`config.mk`:
```
export PLATFORM = sky130hd
export DESIGN_NAME = spm_mem
export DESIGN_NICKNAME = d
export VERILOG_FILES = /design/src/rtl/spm_pkg.sv /design/src/rtl/spm_init_fsm.sv /design/src/rtl/spm_mem.sv
export SDC_FILE = /design/constraint.sdc
export NUM_CORES = 2
export LEC_CHECK = 0
export CORE_MARGIN = 4
export CORE_UTILIZATION = 35
export CTS_BUF_LIST = sky130_fd_sc_hd__clkbuf_8 sky130_fd_sc_hd__clkbuf_16
export CTS_CLUSTER_DIAMETER = 80
export DETAILED_ROUTE_END_ITERATION = 12
export SYNTH_ARGS = -nofsm -noshare
export SYNTH_HDL_FRONTEND = slang
export SYNTH_SLANG_ARGS = --single-unit
```
`constraint.sdc`:
```
create_clock -name clk -period 15.53 [get_ports clk]
set_input_delay 2.3295 -clock clk [delete_from_list [all_inputs] [get_ports clk]]
set_output_delay 2.3295 -clock clk [all_outputs]
set_load 0.005 [all_outputs]
```
`src/rtl/spm_pkg.sv`:
```
// Shared types and default sizes for the scratchpad memory unit.
package spm_pkg;

  localparam int unsigned ADDR_W_DEF = 8;
  localparam int unsigned DATA_W_DEF = 8;

  typedef enum logic {
    INIT  = 1'b0,
    READY = 1'b1
  } spm_state_t;

  typedef logic [ADDR_W_DEF-1:0] addr_t;
  typedef logic [DATA_W_DEF-1:0] data_t;

endpackage

```
`src/rtl/spm_init_fsm.sv`:
```
// Post-reset clear sequencer: walks every location once, then reports ready.
// Also latches any external write attempted before the sweep has finished.
module spm_init_fsm
  import spm_pkg::*;
#(
  parameter int unsigned ADDR_W = ADDR_W_DEF
) (
  input  logic              clk_i,
  input  logic              rst_ni,
  input  logic              write_i,
  output logic              sweep_we_o,
  output logic [ADDR_W-1:0] sweep_addr_o,
  output logic              ready_o,
  output logic              init_wr_err_o
);

  localparam logic [ADDR_W-1:0] LAST_ADDR = {ADDR_W{1'b1}};

  spm_state_t        state_q;
  logic [ADDR_W-1:0] init_ptr_q;
  logic              ready_q;
  logic              init_wr_err_q;

  // Sweep sequencer, ready flag and sticky early-write error.
  always_ff @(posedge clk_i or negedge rst_ni) begin
    if (!rst_ni) begin
      state_q       <= INIT;
      init_ptr_q    <= {ADDR_W{1'b0}};
      ready_q       <= 1'b0;
      init_wr_err_q <= 1'b0;
    end else begin
      case (state_q)
        INIT: begin
          // Pointer wraps to zero on the same edge that enters READY.
          init_ptr_q <= init_ptr_q + ADDR_W'(1);
          if (write_i) begin
            init_wr_err_q <= 1'b1;
          end
          if (init_ptr_q == LAST_ADDR) begin
            state_q <= READY;
            ready_q <= 1'b1;
          end
        end
        READY: begin
          state_q <= READY;
          ready_q <= 1'b1;
        end
        default: begin
          state_q    <= INIT;
          init_ptr_q <= {ADDR_W{1'b0}};
          ready_q    <= 1'b0;
        end
      endcase
    end
  end

  assign sweep_we_o    = (state_q == INIT);
  assign sweep_addr_o  = init_ptr_q;
  assign ready_o       = ready_q;
  assign init_wr_err_o = init_wr_err_q;

endmodule

```
`src/rtl/spm_mem.sv`:
```
// Single-port scratchpad with write-first registered read and a self-clear
// sweep after every reset; external accesses are honoured only once ready.
module spm_mem
  import spm_pkg::*;
#(
  parameter int unsigned       ADDR_W   = ADDR_W_DEF,
  parameter int unsigned       DATA_W   = DATA_W_DEF,
  parameter logic [DATA_W-1:0] INIT_VAL = {DATA_W{1'b0}}
) (
  input  logic              clk,
  input  logic              rst,
  input  logic [ADDR_W-1:0] address,
  input  logic [DATA_W-1:0] data_in,
  input  logic              write,
  output logic [DATA_W-1:0] data_out,
  output logic              ready,
  output logic              init_wr_err
);

  localparam int unsigned DEPTH = 2 ** ADDR_W;

  logic [DATA_W-1:0] mem_q [DEPTH];
  logic [DATA_W-1:0] data_out_d;
  logic [DATA_W-1:0] data_out_q;

  logic              sweep_we_s;
  logic [ADDR_W-1:0] sweep_addr_s;
  logic              ready_s;
  logic              mem_we_s;
  logic [ADDR_W-1:0] mem_waddr_s;
  logic [DATA_W-1:0] mem_wdata_s;

  spm_init_fsm #(
    .ADDR_W (ADDR_W)
  ) u_init_fsm (
    .clk_i         (clk),
    .rst_ni        (rst),
    .write_i       (write),
    .sweep_we_o    (sweep_we_s),
    .sweep_addr_o  (sweep_addr_s),
    .ready_o       (ready_s),
    .init_wr_err_o (init_wr_err)
  );

  // Write-port mux: the sweep owns the array until it finishes.
  always_comb begin
    mem_we_s    = 1'b0;
    mem_waddr_s = address;
    mem_wdata_s = data_in;
    if (sweep_we_s) begin
      mem_we_s    = 1'b1;
      mem_waddr_s = sweep_addr_s;
      mem_wdata_s = INIT_VAL;
    end else begin
      mem_we_s    = write;
      mem_waddr_s = address;
      mem_wdata_s = data_in;
    end
  end

  // Storage array; contents are defined by the sweep, not by reset.
  always_ff @(posedge clk) begin
    if (mem_we_s) begin
      mem_q[mem_waddr_s] <= mem_wdata_s;
    end
  end

  // Read-data select: zero during the sweep, write-first once ready.
  always_comb begin
    data_out_d = {DATA_W{1'b0}};
    if (!ready_s) begin
      data_out_d = {DATA_W{1'b0}};
    end else if (write) begin
      data_out_d = data_in;
    end else begin
      data_out_d = mem_q[address];
    end
  end

  // Read-data register.
  always_ff @(posedge clk or negedge rst) begin
    if (!rst) begin
      data_out_q <= {DATA_W{1'b0}};
    end else begin
      data_out_q <= data_out_d;
    end
  end

  assign data_out = data_out_q;
  assign ready    = ready_s;

endmodule

```
==> metrics.csv <==
stage,metric,value,unit
floorplanning,Core ar.,230000,um^2
clock_network,CTS resizes,0,
worst_setup_path,WP buf/inv,4,
route,Vias/cell,5.55,
worst_setup_path,r2r setup slk,11960,ps
synthesis,Post-synth ARST share,0.00919,
floorplanning,Die Area,238000,um^2
placement,GPL Wtd Cong,0.829,
worst_setup_path,CP top delay family,buffers and inverters,
worst_setup_path,WP data arrival,6800,ps
synthesis,Post-synth EDFFs,2048,
timing,Achievable Freq,0.165,GHz
run_status,outcome,completed,
worst_hold_path,Hold WC Path Type,reg -> reg,
finish,Fill cells,20300,
synthesis,Post-synth top flop,edfxtp_1,
timing,Clock Skew,46.5,ps
worst_setup_path,FF-to-FF End,mem_q[131][5]$_DFFE_PP_,
synthesis,post-synth top area share,0.762,
worst_setup_path,Worst path max stage delay,650,ps
floorplanning,initial core utilization,0.352,
power,P_sw,2.33,mW
grt,vias in the first global route,40600,
timing,Worst-Margin Slew,1180,ps
clock_network,post-CTS setup buffer count,0,
route,Routed WL,211000,um
timing,RSZ-0062 raised after global routing,false,
synthesis,"Seq/Total Area, Yosys",0.768,
route,DR WL/cell,28.9,um
synthesis,"flops & latches, synth",2067,
grt,busiest grt layer,met2,
clock_network,CTS Hold Bufs,0,
synthesis,Yosys warning total,0,
power,VDD IR max,0.126,mV
grt,GRT met3 Usage,0.0339,
power,LEAKAGE,23.6,nW
timing,Setup Total Neg Slack,0,ps
floorplanning,width of the die,488,um
grt,pin count of the biggest net entering global routing,201,
route,DRT iter0 DRCs,5052,
route,ANT nets after route,0,
route,vias post-DR,40500,
finish,multi-input logic area,17300,um^2
clock_network,clock buffer depth,3,
timing,fin crit share,0.391,
clock_network,clk root buf,clkbuf_16,
power,PD cells,123,nW/um^2
clock_network,clock transition at the registers of the reported paths,60,ps
finish,non-filler instance count after layout,7300,
worst_setup_path,Critical Path RT,16260,ps
worst_setup_path,crit path launch type,input port,
placement,placed cells,6920,
route,DRC Markers,0,
worst_setup_path,worst r2r path cells,4,
clock_network,htree depth,4,
floorplanning,I/O Pins,29,
finish,share of layout cells above drive strength 1,0.177,
worst_setup_path,Worst path slowest cell,buf_4,
synthesis,"Distinct cells, synth",62,
grt,met1 usage,0.243,
clock_network,TritonCTS clock tree,yes,
worst_setup_path,most frequent CP cell,buf_4,
synthesis,Mapped Avg Cell Area,20.0,um^2
floorplanning,row count,176,
timing,fin crit period,6070,ps
grt,Tot GR Track Use,0.175,
worst_hold_path,Hold Path Sink,u_init_fsm.sweep_addr_o[7]$_DFFE_PN0N_,
synthesis,"count leader, synth",edfxtp_1,
worst_hold_path,Hold Startpoint,u_init_fsm.sweep_addr_o[7]$_DFFE_PN0N_,
placement,PortBufs,28,
finish,area delta synth->final,12.2,%
grt,first-pass GRT wire length,302000,um
timing,count of final setup violators,0,
clock_network,"Clk Latency, worst-skew pair",850,ps
synthesis,Post-Syn Area,80700,um^2
worst_setup_path,critical path launch point,address[0],
power,Comb power frac,0.027,
synthesis,most frequent cells after synthesis,"edfxtp_1 (2048), mux4_2 (356), mux2i_1 (318)",
synthesis,Synth Net Count,4053,
worst_setup_path,critical path class,in -> reg,
route,drt pass-1 iters,6,
synthesis,largest cells by area after synthesis,"edfxtp_1 (76%), mux4_2 (9.9%), mux2i_1 (3.9%)",
finish,sequential cell area,62000,um^2
synthesis,"area leader, netlist",edfxtp_1,
worst_setup_path,CP Cell Sequence,buf_8 > buf_4 > buf_4 > buf_4 > mux4_2 > a211oi_1 > nand2_1 > a31oi_1 > nor3_1 > a221o_1,
power,clock network fraction of design power,0.431,
timing,final hold viol count,0,
worst_setup_path,Worst Setup End Kind,flip-flop,
flow_run,max_cap viols,0,
grt,grt total ovfl,0,
clock_network,total CTS buffers,200,
power,Pint,8.81,mW
power,Flop pwr share,0.542,
timing,relative slew slack,0.212,
floorplanning,DIE HEIGHT,488,um
synthesis,Mapped Cells,4033,
worst_setup_path,worst r2r src,u_init_fsm.state_q$_DFF_PN0_,
power,Switching Share,0.209,
timing,Final Max Tran Viols,0,
clock_network,clk sinks,2067,
placement,hpwl dp,126000,um
grt,M2 GR Usage,0.276,
finish,fin nets,4116,
worst_setup_path,worst-path maximum fanout,58,
worst_hold_path,worst hold stages,1,
grt,initial antenna violation count,6,
-- power by group through the flow --
stage / combinational [mW] / sequential [mW] / clock [mW]
4_1_cts: 0.304 / 6.03 / 4.87
5_1_grt: 0.316 / 6.03 / 5.11
3_3_place_gp: 0.303 / 6.15 / 0
6_report: 0.304 / 6.03 / 4.80
3_5_place_dp: 0.303 / 6.15 / 0
2_1_floorplan: 0.202 / 6.15 / 0
-- registers in the layout, indices dropped and copies added (netlist names) --
name	count
mem_q	2048
data_out	8
u_init_fsm.sweep_addr_o	8
u_init_fsm.init_wr_err_o	1
u_init_fsm.ready_o	1
u_init_fsm.state_q	1
-- layout make-up --
| type | count | area share |
|---|---|---|
| tap | 3026 | 0.0418 |
| clock inverter | 172 | 0.0156 |
| timing repair buffer | 109 | 0.0112 |
| sequential | 2067 | 0.684 |
| multi-input combinational | 1711 | 0.191 |
| inverter | 7 | 0.000318 |
| antenna | 3 | 0.0000829 |
| clock buffer | 205 | 0.0560 |
-- metal layers --
metal	share of wire	vias to the layer above
li1	-	16900
met1	0.42	21600
met2	0.47	1683
met3	0.075	341
met4	0.035	2
met5	0.000062	-
-- metrics by stage --
| stage | setup WS, ps | hold slack [ps] | power, mW | utilization | instance area (um^2) |
|---|---|---|---|---|---|
| 6_report | 9460 | 592 | 11.1 | 0.394 | 90600 |
| 5_1_grt | 9160 | 622 | 11.5 | 0.394 | 90600 |
| 4_1_cts | 9410 | 577 | 11.2 | 0.394 | 90600 |
| 3_5_place_dp | 8500 | 564 | 6.46 | 0.366 | 84100 |
| 3_3_place_gp | 8480 | 561 | 6.46 | 0.366 | 84100 |
| 2_1_floorplan | 9090 | 451 | 6.36 | - | 80700 |
-- kinds of logic after synthesis --
logic type	after synthesis	synth area share
flops	2067	0.768
buf+inv	255	0.0201
fa+ha+maj	1	0.000155
mux	682	0.141
xor+xnor	7	0.000759
simple gates	574	0.0306
compound gates	447	0.0397
-- worst max-delay path by stage --
stage	cells past startpoint	slack [ps]	end
final	10	9460	data_out[3]$_DFF_PN0_
after global routing	10	9160	data_out[3]$_DFF_PN0_
after CTS	10	9410	data_out[3]$_DFF_PN0_
after detailed placement	10	8500	data_out[3]$_DFF_PN0_
after global placement	10	8480	data_out[2]$_DFF_PN0_
after floorplan	1	9090	mem_q[0][0]$_DFFE_PP_
-- placed cells by master (no fill, tap or decap), types with 13 or more instances in the layout --
master / count
a2111oi_0: 16
a221oi_1: 20
a211oi_1: 42
mux2i_1: 318
nand4_1: 13
clkdlybuf4s50_1: 24
dfrtp_1: 19
clkinv_1: 41
bufinv_16: 18
a22oi_1: 68
nor3_1: 25
mux4_2: 356
clkinv_2: 31
a21oi_1: 34
buf_4: 72
o22ai_1: 100
nand2_1: 116
o221ai_1: 45
clkbuf_16: 200
nor2_1: 301
inv_1: 65
nand3_1: 39
o21ai_0: 41
edfxtp_1: 2048
No activity file was read; power rests on OpenSTA's default activity.
